## src/rtl/uart_rx_os.sv

```systemverilog
// Oversampling UART receiver: 2-FF synchroniser, 3-sample majority vote, configurable
// frame format, parity/framing/break/overrun flags and a valid/ready output handshake.
`timescale 1ns / 1ps
module uart_rx_os #(
  parameter int unsigned CLK_HZ     = 50_000_000,
  parameter int unsigned BAUD       = 9600,
  parameter int unsigned OVERSAMPLE = 16,
  parameter int unsigned DATA_BITS  = 8,
  parameter int unsigned PARITY     = 0,
  parameter int unsigned STOP_BITS  = 1
) (
  input  logic                 clk,
  input  logic                 n_rst,
  input  logic                 rx,
  input  logic                 rx_ready,
  output logic [DATA_BITS-1:0] rx_data,
  output logic                 rx_valid,
  output logic                 parity_err,
  output logic                 frame_err,
  output logic                 break_det,
  output logic                 overrun,
  output logic                 busy
);
  localparam int unsigned TICK_DIV = (CLK_HZ + (BAUD * OVERSAMPLE) / 2) / (BAUD * OVERSAMPLE);
  localparam int unsigned MID      = OVERSAMPLE / 2;
  localparam int unsigned DIV_W    = $clog2(TICK_DIV);
  localparam int unsigned TCK_W    = $clog2(OVERSAMPLE);
  localparam int unsigned BIT_W    = $clog2(DATA_BITS + 1);

  typedef enum logic [2:0] {StIdle, StStart, StData, StParity, StStop} state_e;

  state_e               state;
  logic                 rx_meta, rx_s, rx_prev;
  logic [DIV_W-1:0]     div_cnt;
  logic [TCK_W-1:0]     tick_cnt;
  logic [BIT_W-1:0]     bit_cnt;
  logic [1:0]           samp;
  logic [DATA_BITS-1:0] shift;
  logic                 perr_acc, ferr_acc, seen_one, done;
  logic                 tick, smp_a, smp_b, vote_now, vote;

  // tick_cnt holds the number of ticks already elapsed in the bit, so the three samples
  // fall on the (MID-1)th, MIDth and (MID+1)th tick of the bit period.
  assign tick     = (div_cnt == DIV_W'(TICK_DIV - 1));
  assign smp_a    = tick && (tick_cnt == TCK_W'(MID - 2));
  assign smp_b    = tick && (tick_cnt == TCK_W'(MID - 1));
  assign vote_now = tick && (tick_cnt == TCK_W'(MID));
  assign vote     = (samp[0] & samp[1]) | (samp[0] & rx_s) | (samp[1] & rx_s);
  assign busy     = (state != StIdle);

  always_ff @(posedge clk or negedge n_rst) begin
    if (!n_rst) begin
      rx_meta <= 1'b1;
      rx_s    <= 1'b1;
      rx_prev <= 1'b1;
    end else begin
      rx_meta <= rx;
      rx_s    <= rx_meta;
      rx_prev <= rx_s;
    end
  end

  always_ff @(posedge clk or negedge n_rst) begin
    if (!n_rst) begin
      state      <= StIdle;
      div_cnt    <= '0;
      tick_cnt   <= '0;
      bit_cnt    <= '0;
      samp       <= '0;
      shift      <= '0;
      perr_acc   <= 1'b0;
      ferr_acc   <= 1'b0;
      seen_one   <= 1'b0;
      done       <= 1'b0;
      rx_data    <= '0;
      rx_valid   <= 1'b0;
      parity_err <= 1'b0;
      frame_err  <= 1'b0;
      break_det  <= 1'b0;
      overrun    <= 1'b0;
    end else begin
      done    <= 1'b0;
      overrun <= 1'b0;
      div_cnt <= tick ? '0 : div_cnt + 1'b1;
      if (tick) tick_cnt <= (tick_cnt == TCK_W'(OVERSAMPLE - 1)) ? '0 : tick_cnt + 1'b1;
      if (smp_a) samp[0] <= rx_s;
      if (smp_b) samp[1] <= rx_s;

      unique case (state)
        StIdle: begin
          if (rx_prev && !rx_s) begin
            state    <= StStart;
            div_cnt  <= '0;
            tick_cnt <= '0;
            bit_cnt  <= '0;
            perr_acc <= 1'b0;
            ferr_acc <= 1'b0;
            seen_one <= 1'b0;
          end
        end
        StStart: if (vote_now) state <= vote ? StIdle : StData;
        StData: begin
          if (vote_now) begin
            shift    <= {vote, shift[DATA_BITS-1:1]};
            seen_one <= seen_one | vote;
            if (bit_cnt == BIT_W'(DATA_BITS - 1)) begin
              bit_cnt <= '0;
              state   <= (PARITY != 0) ? StParity : StStop;
            end else begin
              bit_cnt <= bit_cnt + 1'b1;
            end
          end
        end
        StParity: begin
          if (vote_now) begin
            perr_acc <= (^shift ^ vote) ^ (PARITY == 2);
            seen_one <= seen_one | vote;
            state    <= StStop;
          end
        end
        StStop: begin
          if (vote_now) begin
            ferr_acc <= ferr_acc | ~vote;
            seen_one <= seen_one | vote;
            if (bit_cnt == BIT_W'(STOP_BITS - 1)) begin
              // Leave at mid-stop so the next start edge can be caught early.
              bit_cnt <= '0;
              state   <= StIdle;
              done    <= 1'b1;
            end else begin
              bit_cnt <= bit_cnt + 1'b1;
            end
          end
        end
        default: state <= StIdle;
      endcase

      if (done) begin
        if (rx_valid && !rx_ready) begin
          overrun <= 1'b1;
        end else begin
          rx_data    <= shift;
          parity_err <= perr_acc;
          frame_err  <= ferr_acc;
          break_det  <= ~seen_one;
          rx_valid   <= 1'b1;
        end
      end else if (rx_valid && rx_ready) begin
        rx_valid <= 1'b0;
      end
    end
  end

endmodule
```

## config.mk

```make
export PLATFORM = sky130hd
export DESIGN_NAME = uart_rx_os
export DESIGN_NICKNAME = d
export VERILOG_FILES = /design/src/rtl/uart_rx_os.sv
export SDC_FILE = /design/constraint.sdc
export NUM_CORES = 1
export LEC_CHECK = 0
export CORE_ASPECT_RATIO = 2
export CORE_MARGIN = 8
export CORE_UTILIZATION = 37
export CTS_CLUSTER_DIAMETER = 40
export DETAILED_ROUTE_END_ITERATION = 12
export GPL_ROUTABILITY_DRIVEN = 0
export GPL_TIMING_DRIVEN = 0
export MAX_ROUTING_LAYER = met4
export PLACE_DENSITY = 0.56
export SLEW_MARGIN = 20
export SYNTH_ARGS = -nofsm -noshare
export SYNTH_HDL_FRONTEND = slang
export SYNTH_SLANG_ARGS = --single-unit
```

## constraint.sdc

```tcl
create_clock -name clk -period 2.3 [get_ports clk]
set_input_delay 0.345 -clock clk [delete_from_list [all_inputs] [get_ports clk]]
set_output_delay 0.345 -clock clk [all_outputs]
set_load 0.05 [all_outputs]
```

== After elaboration in Yosys (flattened, before gate mapping) ==
Cells that the tools add are included.

* Flip-flop bits (word level): 50
* Input port bits: 4
* Output and inout port bits: 14

* Add/subtract/negate cells: 3
* Equality and inequality tests: 19
* Muxes and demuxes: 37
* Bitwise logic cells: 11
* Reduce and logical (&&, ||, !) cells: 26

{| class="wikitable"
|+ Operators by type and width
! kind !! number
|-
| 2-to-1 mux 4 bit || 9
|-
| 2-to-1 mux 9 bit || 3
|-
| 2-to-1 mux 3 bit || 7
|-
| != test 2 bit, second input constant || 8
|-
| case mux 3 bit (5 select lines) || 1
|-
| equality test 4 x 3 -> 1 bit, second input constant || 3
|-
| 2-to-1 mux 1 bit || 12
|-
| case mux 4 bit (3 select lines) || 1
|-
| adder 9 x 1 -> 9 bit, second input constant || 1
|-
| equality test 9 bit, second input constant || 1
|-
| AND reduction 3 bit || 3
|-
| adder 4 x 1 -> 4 bit, second input constant || 2
|-
| equality test 4 bit, second input constant || 2
|-
| nonzero test 2 bit || 4
|-
| parity 8 bit || 1
|-
| AND reduction 7 bit || 1
|-
| equality test 3 x 2 -> 1 bit, second input constant || 2
|-
| logical AND 1 bit || 6
|-
| case mux 1 bit (2 select lines) || 3
|-
| AND reduction 2 bit || 3
|-
| nonzero test 3 bit || 2
|-
| logical NOT 4 bit || 1
|-
| bitwise OR 1 bit || 4
|-
| AND reduction 4 bit || 1
|-
| other kinds (10) || 15
|}

== Depth between registers and ports, before layout ==
Gate-level depths: netlist (run 1).

* Depth after elaboration: 7
* Mapped depth: 8
* Depth with buffers taken out: 7

== Least setup slack after synthesis (run 1) ==
OpenSTA, ideal clock, no wires.

* Path type: register -> register
* Start point: register div_cnt[1]
* End point: register shift[0]
* Library setup time: 0.125 ns
* Arrival: 1.816 ns
* Path slack: 0.359 ns
* Cell stages (with the launch flop): 9
* Buffers on the path: 1
* Period minus slack after synthesis: 1.941 ns
* Path through: dfrtp_1 > inv_1 > ha_1 > nand4bb_4 > nor2_8 > nand2_4 > or3_1 > buf_6 > mux2_4

* Cells in the longest elaborated chain, start to end: 3

{| class="wikitable"
|+ Ends and longest elaborated chain
! what !! line !! RTL
|-
| start: declaration || 34 || <nowiki>logic [DIV_W-1:0] div_cnt;</nowiki>
|-
| start signal: assignment || 84 || <nowiki>div_cnt <= tick ? '0 : div_cnt + 1'b1;</nowiki>
|-
| equality test 9 bit || 44 || <nowiki>assign tick = (div_cnt == DIV_W'(TICK_DIV - 1));</nowiki>
|-
| logical AND 1 bit || 47 || <nowiki>assign vote_now = tick && (tick_cnt == TCK_W'(MID));</nowiki>
|-
| AND reduction 2 bit (no source line) || n/a ||
|-
| end signal: assignment || 104 || <nowiki>shift <= {vote, shift[DATA_BITS-1:1]};</nowiki>
|-
| end: declaration || 38 || <nowiki>logic [DATA_BITS-1:0] shift;</nowiki>
|}

Every way passes these cells.
A chain may end at the register's enable or synchronous reset.

== Worst setup path after layout (run 1) ==
* Start point: register div_cnt[1]
* End point: register shift[6]

The elaborated chain is that of the path after synthesis.

==> results of run 1 <==
==> per-layer routing <==
layer,global-route usage,up-vias,wire length [um]
met5,-,-,0
met4,0.0653,0,142
met3,0.0255,9,149
met2,0.180,25,2300
met1,0.0945,720,1670
li1,-,743,-
==> per-stage QoR <==
stage	total power, W	std cells	setup TNS (ns)	hold slack [ns]
3_3_place_gp	0.00120	306	-30.63	0.347
2_1_floorplan	0.00114	203	0	0.0494
4_1_cts	0.00200	314	0	0.100
3_5_place_dp	0.00121	306	0	0.347
6_report	0.00196	314	0	0.0731
5_1_grt	0.00205	314	0	0.141
==> Yosys cell counts, drive strengths merged (3+ instances only) <==
| master | instances |
|---|---|
| o21ai | 11 |
| a21oi | 8 |
| dfrtp | 47 |
| nor2 | 20 |
| mux2 | 20 |
| ha | 7 |
| nand2b | 4 |
| nand3 | 6 |
| clkbuf | 4 |
| dfstp | 3 |
| inv | 8 |
| nor3 | 4 |
| xnor2 | 8 |
| xor2 | 7 |
| nand2 | 15 |
==> timing repair <==
item / CTS / global route
resized for setup: 1 / 2
setup endpoints to repair: 1 / 3
endpoints found under the hold margin: 0 / 0
pin swaps: 0 / 0
hold buffers: 0 / 0
==> flip-flops by register name (all words and copies together), names as in the netlist, 2 cells and up <==
signal / cells
bit_cnt: 4
tick_cnt: 4
samp: 2
div_cnt: 9
rx_data: 8
shift: 8
state: 3
==> power groups by stage <==
stage               combinational (W)  sequential [W]  clock (W)
floorplan                    0.000141        0.000996          0
global placement             0.000188         0.00101          0
detailed placement           0.000192         0.00101          0
CTS                          0.000190        0.000997   0.000810
global route                 0.000210         0.00100   0.000836
finish                       0.000186        0.000996   0.000777
==> worst reg2reg max path: cells and delay by family, from the launching register on <==
family | cells | cell delay [ns]
buffers and inverters | 2 | 0.23
adder cells (fa/ha/maj) | 1 | 0.18
flip-flops | 1 | 0.42
multiplexers | 1 | 0.30
AND/OR/NAND/NOR | 4 | 0.82
==> layout by cell type (no fill, tap or decap), types with 2 or more instances in the layout <==
master	n
or3_1	2
and2_1	2
nand2b_1	4
dfrtp_1	47
clkbuf_16	5
xor2_1	7
clkdlybuf4s50_1	15
dfstp_2	3
a22oi_1	2
clkbuf_8	2
xnor2_1	8
nor3_1	4
nand2_1	14
nor2_1	19
nand4b_1	2
ha_1	7
mux2_4	8
inv_1	8
nor2b_1	2
mux2_2	12
a31oi_1	2
nand3_1	6
and3_1	2
a21oi_1	8
o21ai_0	10
clkbuf_1	4
or4b_2	2
nand4bb_4	2
==> final timing paths <==
path,startpoint,endpoint,cells after the start
hold / removal,n_rst,rx_data[5],1
min in group clk,rx_meta,rx_s,0
setup reg to reg,div_cnt[1],shift[6],8
hold reg to reg,rx_meta,rx_s,0
max in group asynchronous,n_rst,bit_cnt[3],1
setup / recovery,div_cnt[1],shift[6],8
==> cells by family (layout without fill, tap and decap cells) <==
group,Yosys count,after routing
adder cells (fa/ha/maj),8,8
AO/OA/AOI/OAI,27,27
flip-flops,50,50
buffers and inverters,13,38
multiplexers,21,21
XOR/XNOR,15,15
AND/OR/NAND/NOR,69,69
==> area by class of cell <==
cell class              instances  area (um2)
clock inverters                 1        8.76
plain buffers                   5        26.3
repair buffers                 17         166
well taps                      86         108
fillers                       638        3440
inverters                       8        30.0
flip-flops and latches         50        1250
clock buffers                   7         153
multi-input cells             140        1080
==> impl_metrics.py, run 1 <==
metrics = {
    "layout": {
        "syn_to_final_growth_pct": 18.7,
        "fin_nets": 238,
        "post-route-util": 0.451,
        "final_area_um2": 2820,
        "diodes": 0,
        "layout-drive-gt1-share": 0.189,
    },
    "route": {
        "vias": 1497,
        "first_pass_iters": 4,
        "drt_iter0_drc": 63,
        "wire_per_inst_um": 13.6,
        "via_per_inst": 4.77,
        "ant_nets": 0,
        "wl_um": 4260,
        "route.detailed.drc": 0,
    },
    "clock_tree": {
        "htree_num_levels": 2,
        "cts_tree": "yes",
        "clock_path_buffers": 2,
        "cts-root-buf": "clkbuf_16",
        "clock_latency_ns": 0.29,
        "post-cts-setup-buffer-count": 0,
        "path_clk_slew_ns": 0.07,
        "cts_num_sinks": 50,
        "cts_buffers": 5,
    },
    "die": {
        "num_rows": 41,
        "core_um2": 6260,
        "die_x_um": 72.7,
        "die-area_um2": 9400,
        "initial_core_util": 0.380,
        "ios": 18,
        "dieHeight_um": 129,
    },
    "synthesis": {
        "yosysWarnings": 0,
        "synth_compound_area_frac": 0.0647,
        "synth-adder-area-share": 0.0411,
        "synth_seq_cells": 50,
        "async_reset_ff_frac": 1.00,
        "synth_edf_count": 0,
        "synthCells": 203,
        "netlist_area_um2": 2380,
        "syn_avg_cell_area_um2": 11.7,
        "ys_types": 41,
        "muxShareOfSynthArea": 0.112,
        "synth_xor_area_frac": 0.0553,
        "yosysTopAreaCellShare": 0.495,
        "synthTopCellsByArea": "dfrtp_1 49%, mux2_2 5.7%, mux2_4 5.1%",
        "ys_seq_area_frac": 0.528,
        "synth_simple_gate_area_frac": 0.176,
        "yosysTopAreaCell": "dfrtp_1",
        "synth_nets": 214,
        "synth_top_family_by_area": "simple AND/OR/NAND/NOR gates",
        "synth-main-ff-cell": "dfrtp_1",
    },
    "place": {
        "place_hpwl_um": 3080,
        "place_area_um2": 2650,
        "dp_slack_ns": 0.0951,
        "port_buffers": 17,
    },
    "setup_path": {
        "cp_slowest_cell": "dfrtp_1",
        "path_buf_inv": 2,
        "cp.arrival_ns": 2.25,
        "cp-end-kind": "flop",
        "cpLargestDelayFamily": "simple AND/OR/NAND/NOR gates",
        "r2r_setup_slack_ns": 0.22,
        "start_kind": "flop",
        "crit_chain": "inv_1 -> ha_1 -> nand4bb_4 -> nor2_8 -> nand2_4 -> or3_1 -> buf_6 -> mux2_4",
        "critPathKind": "flop to flop",
        "critPathMaxFanout": 9,
        "cp_data_required_time_ns": 2.47,
        "crit_path_max_incr_delay_ns": 0.42,
    },
    "power_and_ir_drop": {
        "pwr-share-comb": 0.095,
        "p_per_area_nw_per_um2": 694,
        "leakagePower_nw": 1.31,
        "clkPwrFrac": 0.397,
        "power_switching_w": 0.000477,
        "intPower_w": 0.00148,
        "vdd_drop_max_mv": 0.623,
        "p_sw_frac": 0.243,
        "pwr-share-seq": 0.508,
    },
    "grt": {
        "first_global_vias": 1555,
        "grt_overflow_total": 0,
        "grt_usage": 0.102,
        "antenna_found_initial": 0,
        "grt_max_degree": 51,
        "grt_pass1_wl_um": 7160,
    },
    "flow_run": {
        "cap_viol_max_count": 0,
    },
    "sta": {
        "rsz0062_at_grt": "no",
        "skew_ns": 0.00851,
        "drv_slew": 0,
        "max_slew_margin": 0.560,
        "setup_ws_ns": 0.222,
        "setup_viol": 0,
        "tightestPinTransition_ns": 0.655,
        "max_freq_mhz": 481,
        "min_period_ns": 2.08,
        "fin_crit_sh": 0.904,
        "hold_violations": 0,
    },
    "status": {
        "status": "complete, no violations",
    },
    "worst_hold_path": {
        "hold_path_class": "input pin to async pin",
    },
}
Note: power is estimated with default switching activity, not from simulation.
==> run 2: changes to the inputs <==
--- a/config.mk
+++ b/config.mk
@@ -5,6 +5,9 @@
 export SDC_FILE = /design/constraint.sdc
 export NUM_CORES = 1
 export LEC_CHECK = 0
+export ABC_AREA = 1
+export CELL_PAD_IN_SITES_DETAIL_PLACEMENT = 1
+export CELL_PAD_IN_SITES_GLOBAL_PLACEMENT = 1
 export CORE_ASPECT_RATIO = 2
 export CORE_MARGIN = 8
 export CORE_UTILIZATION = 37
@@ -13,7 +16,7 @@
 export GPL_ROUTABILITY_DRIVEN = 0
 export GPL_TIMING_DRIVEN = 0
 export MAX_ROUTING_LAYER = met4
-export PLACE_DENSITY = 0.56
+export PLACE_DENSITY = 0.69
 export SLEW_MARGIN = 20
 export SYNTH_ARGS = -nofsm -noshare
 export SYNTH_HDL_FRONTEND = slang
==> impl_metrics.py, run 2 <==
metrics = {
    "synthesis": {
        "synth_nets": 300,
        "synth_simple_gate_area_frac": 0.261,
        "synth-adder-area-share": 0.0360,
        "async_reset_ff_frac": 1.00,
        "synthCells": 289,
        "yosysWarnings": 0,
        "synth_edf_count": 0,
        "ys_seq_area_frac": 0.516,
        "synth_common_cells": "75 x nand2_1, 47 x dfrtp_1, 42 x inv_1",
        "yosysMostFrequentCell": "nand2_1",
        "syn_avg_cell_area_um2": 8.42,
        "synth-main-ff-cell": "dfrtp_1",
        "netlist_area_um2": 2430,
        "muxShareOfSynthArea": 0.00463,
        "yosysTopAreaCellShare": 0.484,
        "synthTopCellsByArea": "dfrtp_1 48%, nand2_1 12%, inv_1 6.5%",
        "synth_xor_area_frac": 0.0180,
        "synth_top_family_by_area": "simple AND/OR/NAND/NOR gates",
        "synth_compound_area_frac": 0.0916,
        "synth_seq_cells": 50,
        "ys_types": 28,
        "yosysTopAreaCell": "dfrtp_1",
    },
    "sta": {
        "min_period_ns": 2.13,
        "setup_viol": 0,
        "skew_ns": 0.00689,
        "max_slew_margin": 0.661,
        "tightestPinTransition_ns": 0.506,
        "rsz0062_at_grt": "no",
        "hold_violations": 0,
        "max_freq_mhz": 470,
        "drv_slew": 0,
        "fin_crit_sh": 0.926,
    },
    "setup_path": {
        "cp-end-kind": "output pin",
        "reg2reg_from": "div_cnt[1]",
        "critPathMaxFanout": 4,
        "critPathLaunch": "state[2]",
        "crit_path_max_incr_delay_ns": 0.82,
        "crit_chain": "inv_1 -> nand2_1 -> clkdlybuf4s50_1",
        "critPathKind": "flop to output pin",
        "cp_data_required_time_ns": 1.96,
        "cp.arrival_ns": 1.78,
        "cp_slowest_cell": "clkdlybuf4s50_1",
        "start_kind": "flop",
    },
    "grt": {
        "first_global_vias": 2067,
        "grt_overflow_total": 0,
        "antenna_found_initial": 0,
        "grt_pass1_wl_um": 9310,
        "grt_max_degree": 31,
        "grt_usage": 0.129,
    },
    "worst_hold_path": {
        "hold_path_class": "input pin to async pin",
    },
    "die": {
        "ios": 18,
        "initial_core_util": 0.373,
        "die-area_um2": 9580,
        "num_rows": 42,
        "dieHeight_um": 131,
        "die_x_um": 73.3,
        "core_um2": 6520,
    },
    "place": {
        "place_hpwl_um": 3980,
        "dpl.cell_count": 395,
        "place_area_um2": 2730,
        "port_buffers": 17,
    },
    "clock_tree": {
        "cts-root-buf": "clkbuf_16",
        "cts_resized": 0,
        "post-cts-setup-buffer-count": 0,
        "cts_num_sinks": 50,
        "clock_path_buffers": 2,
        "postCtsHoldBufs": 0,
        "cts_buffers": 5,
        "clock_latency_ns": 0.29,
        "path_clk_slew_ns": 0.07,
        "cts_tree": "yes",
        "htree_num_levels": 2,
    },
    "layout": {
        "final_area_um2": 2890,
        "layout-drive-gt1-share": 0.0762,
        "final_common_cell": "nand2_1",
        "final_cells": 403,
        "layout_common_cells": "75 x nand2_1, 47 x dfrtp_1, 42 x inv_1, 26 x o21ai_0, 23 x nor2_1",
        "reg.largest.list": "div_cnt x9, rx_data x8, shift x8",
        "fillers": 815,
        "area.sequential_um2": 1250,
        "largest-register": "div_cnt",
        "diodes": 0,
        "multi_input_area_um2": 1000,
        "fin_nets": 325,
        "largest_register_ffs": 9,
        "syn_to_final_growth_pct": 19.0,
    },
    "route": {
        "ant_nets": 0,
        "first_pass_iters": 4,
        "drt_iter0_drc": 52,
        "wl_um": 5330,
        "route.detailed.drc": 0,
        "vias": 1925,
        "wire_per_inst_um": 13.2,
        "via_per_inst": 4.78,
    },
    "flow_run": {
        "cap_viol_max_count": 0,
    },
    "power_and_ir_drop": {
        "vdd_drop_max_mv": 0.702,
        "p_per_area_nw_per_um2": 851,
        "leakagePower_nw": 1.36,
    },
    "status": {
        "status": "complete, no violations",
    },
}
run 2: changes by cell type after synthesis, moves of 4 or more:
cell,previous run,this run
nand2_1,14,75
nor3_1,4,9
xnor2_1,8,1
mux2_4,8,0
inv_1,8,42
nand2b_1,4,0
nand3_1,6,19
mux2_2,12,1
nor2_1,19,23
o21ai_1,1,5
o21ai_0,10,26
run 2: cell families after synthesis:
| logic type | after synthesis |
|---|---|
| multiplexers | 1 |
| adder cells (fa/ha/maj) | 7 |
| AND/OR/NAND/NOR | 140 |
| buffers and inverters | 45 |
| XOR/XNOR | 5 |
| flip-flops | 50 |
| AO/OA/AOI/OAI | 41 |
run 2: per-stage QoR:
stage               setup TNS, ns   util  setup slack [ns]  power (W)  hold slack [ns]
floorplan                       0      -             0.620    0.00148           0.0494
global placement           -26.12  0.416            -0.556    0.00162            0.351
detailed placement              0  0.419             0.512    0.00165            0.339
CTS                             0  0.444             0.153    0.00251           0.0182
global route                    0  0.444            0.0847    0.00262           0.0519
finish                          0  0.444             0.171    0.00246          0.00877
run 2: final timing paths:
| path | end | slack, ns | cells after the start |
|---|---|---|---|
| min in group clk | rx_s | 0.36 | 0 |
| worst min register to register | rx_s | 0.36 | 0 |
| worst min-delay path | div_cnt[3] | 0.009 | 1 |
| worst max-delay path | busy | 0.17 | 3 |
| worst max register to register | tick_cnt[0] | 0.54 | 9 |
| max in group asynchronous | bit_cnt[0] | 1.77 | 2 |
run 2: final cells by class:
class | instances | share of cell area
Sequential cell | 50 | 0.434
Multi-Input combinational cell | 194 | 0.346
Timing Repair Buffer | 18 | 0.0640
Inverter | 42 | 0.0545
Clock buffer | 6 | 0.0445
Tap cell | 88 | 0.0380
Clock inverter | 2 | 0.0130
Buffer | 3 | 0.00649
run 2: critical path, delay by kind of cell (launching register included):
kind	cells	cell delay (ns)
buf+inv	2	0.94
flops	1	0.40
simple gates	1	0.15
run 2: where the power goes:
part	internal, W	total (W)	switching (W)
sequential	0.000970	0.00107	0.0000972
combinational	0.000185	0.000561	0.000376
clock	0.000514	0.000834	0.000320
total	0.00167	0.00246	0.000793
run 2: layer usage:
| layer | global-route usage | part of all wire | up-vias |
|---|---|---|---|
| met5 | - | 0 | - |
| met3 | 0.0298 | 0.037 | 9 |
| li1 | - | - | 968 |
| met2 | 0.225 | 0.52 | 25 |
| met4 | 0.0581 | 0.021 | 0 |
| met1 | 0.133 | 0.42 | 923 |
==> run 3: changes to the inputs <==
==> constraint.sdc (replaced) <==
create_clock -name clk -period 2.3 [get_ports clk]
set_input_delay 0.345 -clock clk [delete_from_list [all_inputs] [get_ports clk]]
set_output_delay 0.345 -clock clk [all_outputs]
set_load 0.02 [all_outputs]
==> results of run 3 <==
The final DEF is identical to that of run 2. Status: complete, no violations.
Main changes from that run: setup slack after placement 0.512 ns -> 0.577 ns; setup slack after layout 0.171 ns -> 0.354 ns; start point of the critical path state[2] -> state[1]; total power 0.00246 W -> 0.00244 W; worst IR drop on VDD 0.702 mV -> 0.593 mV
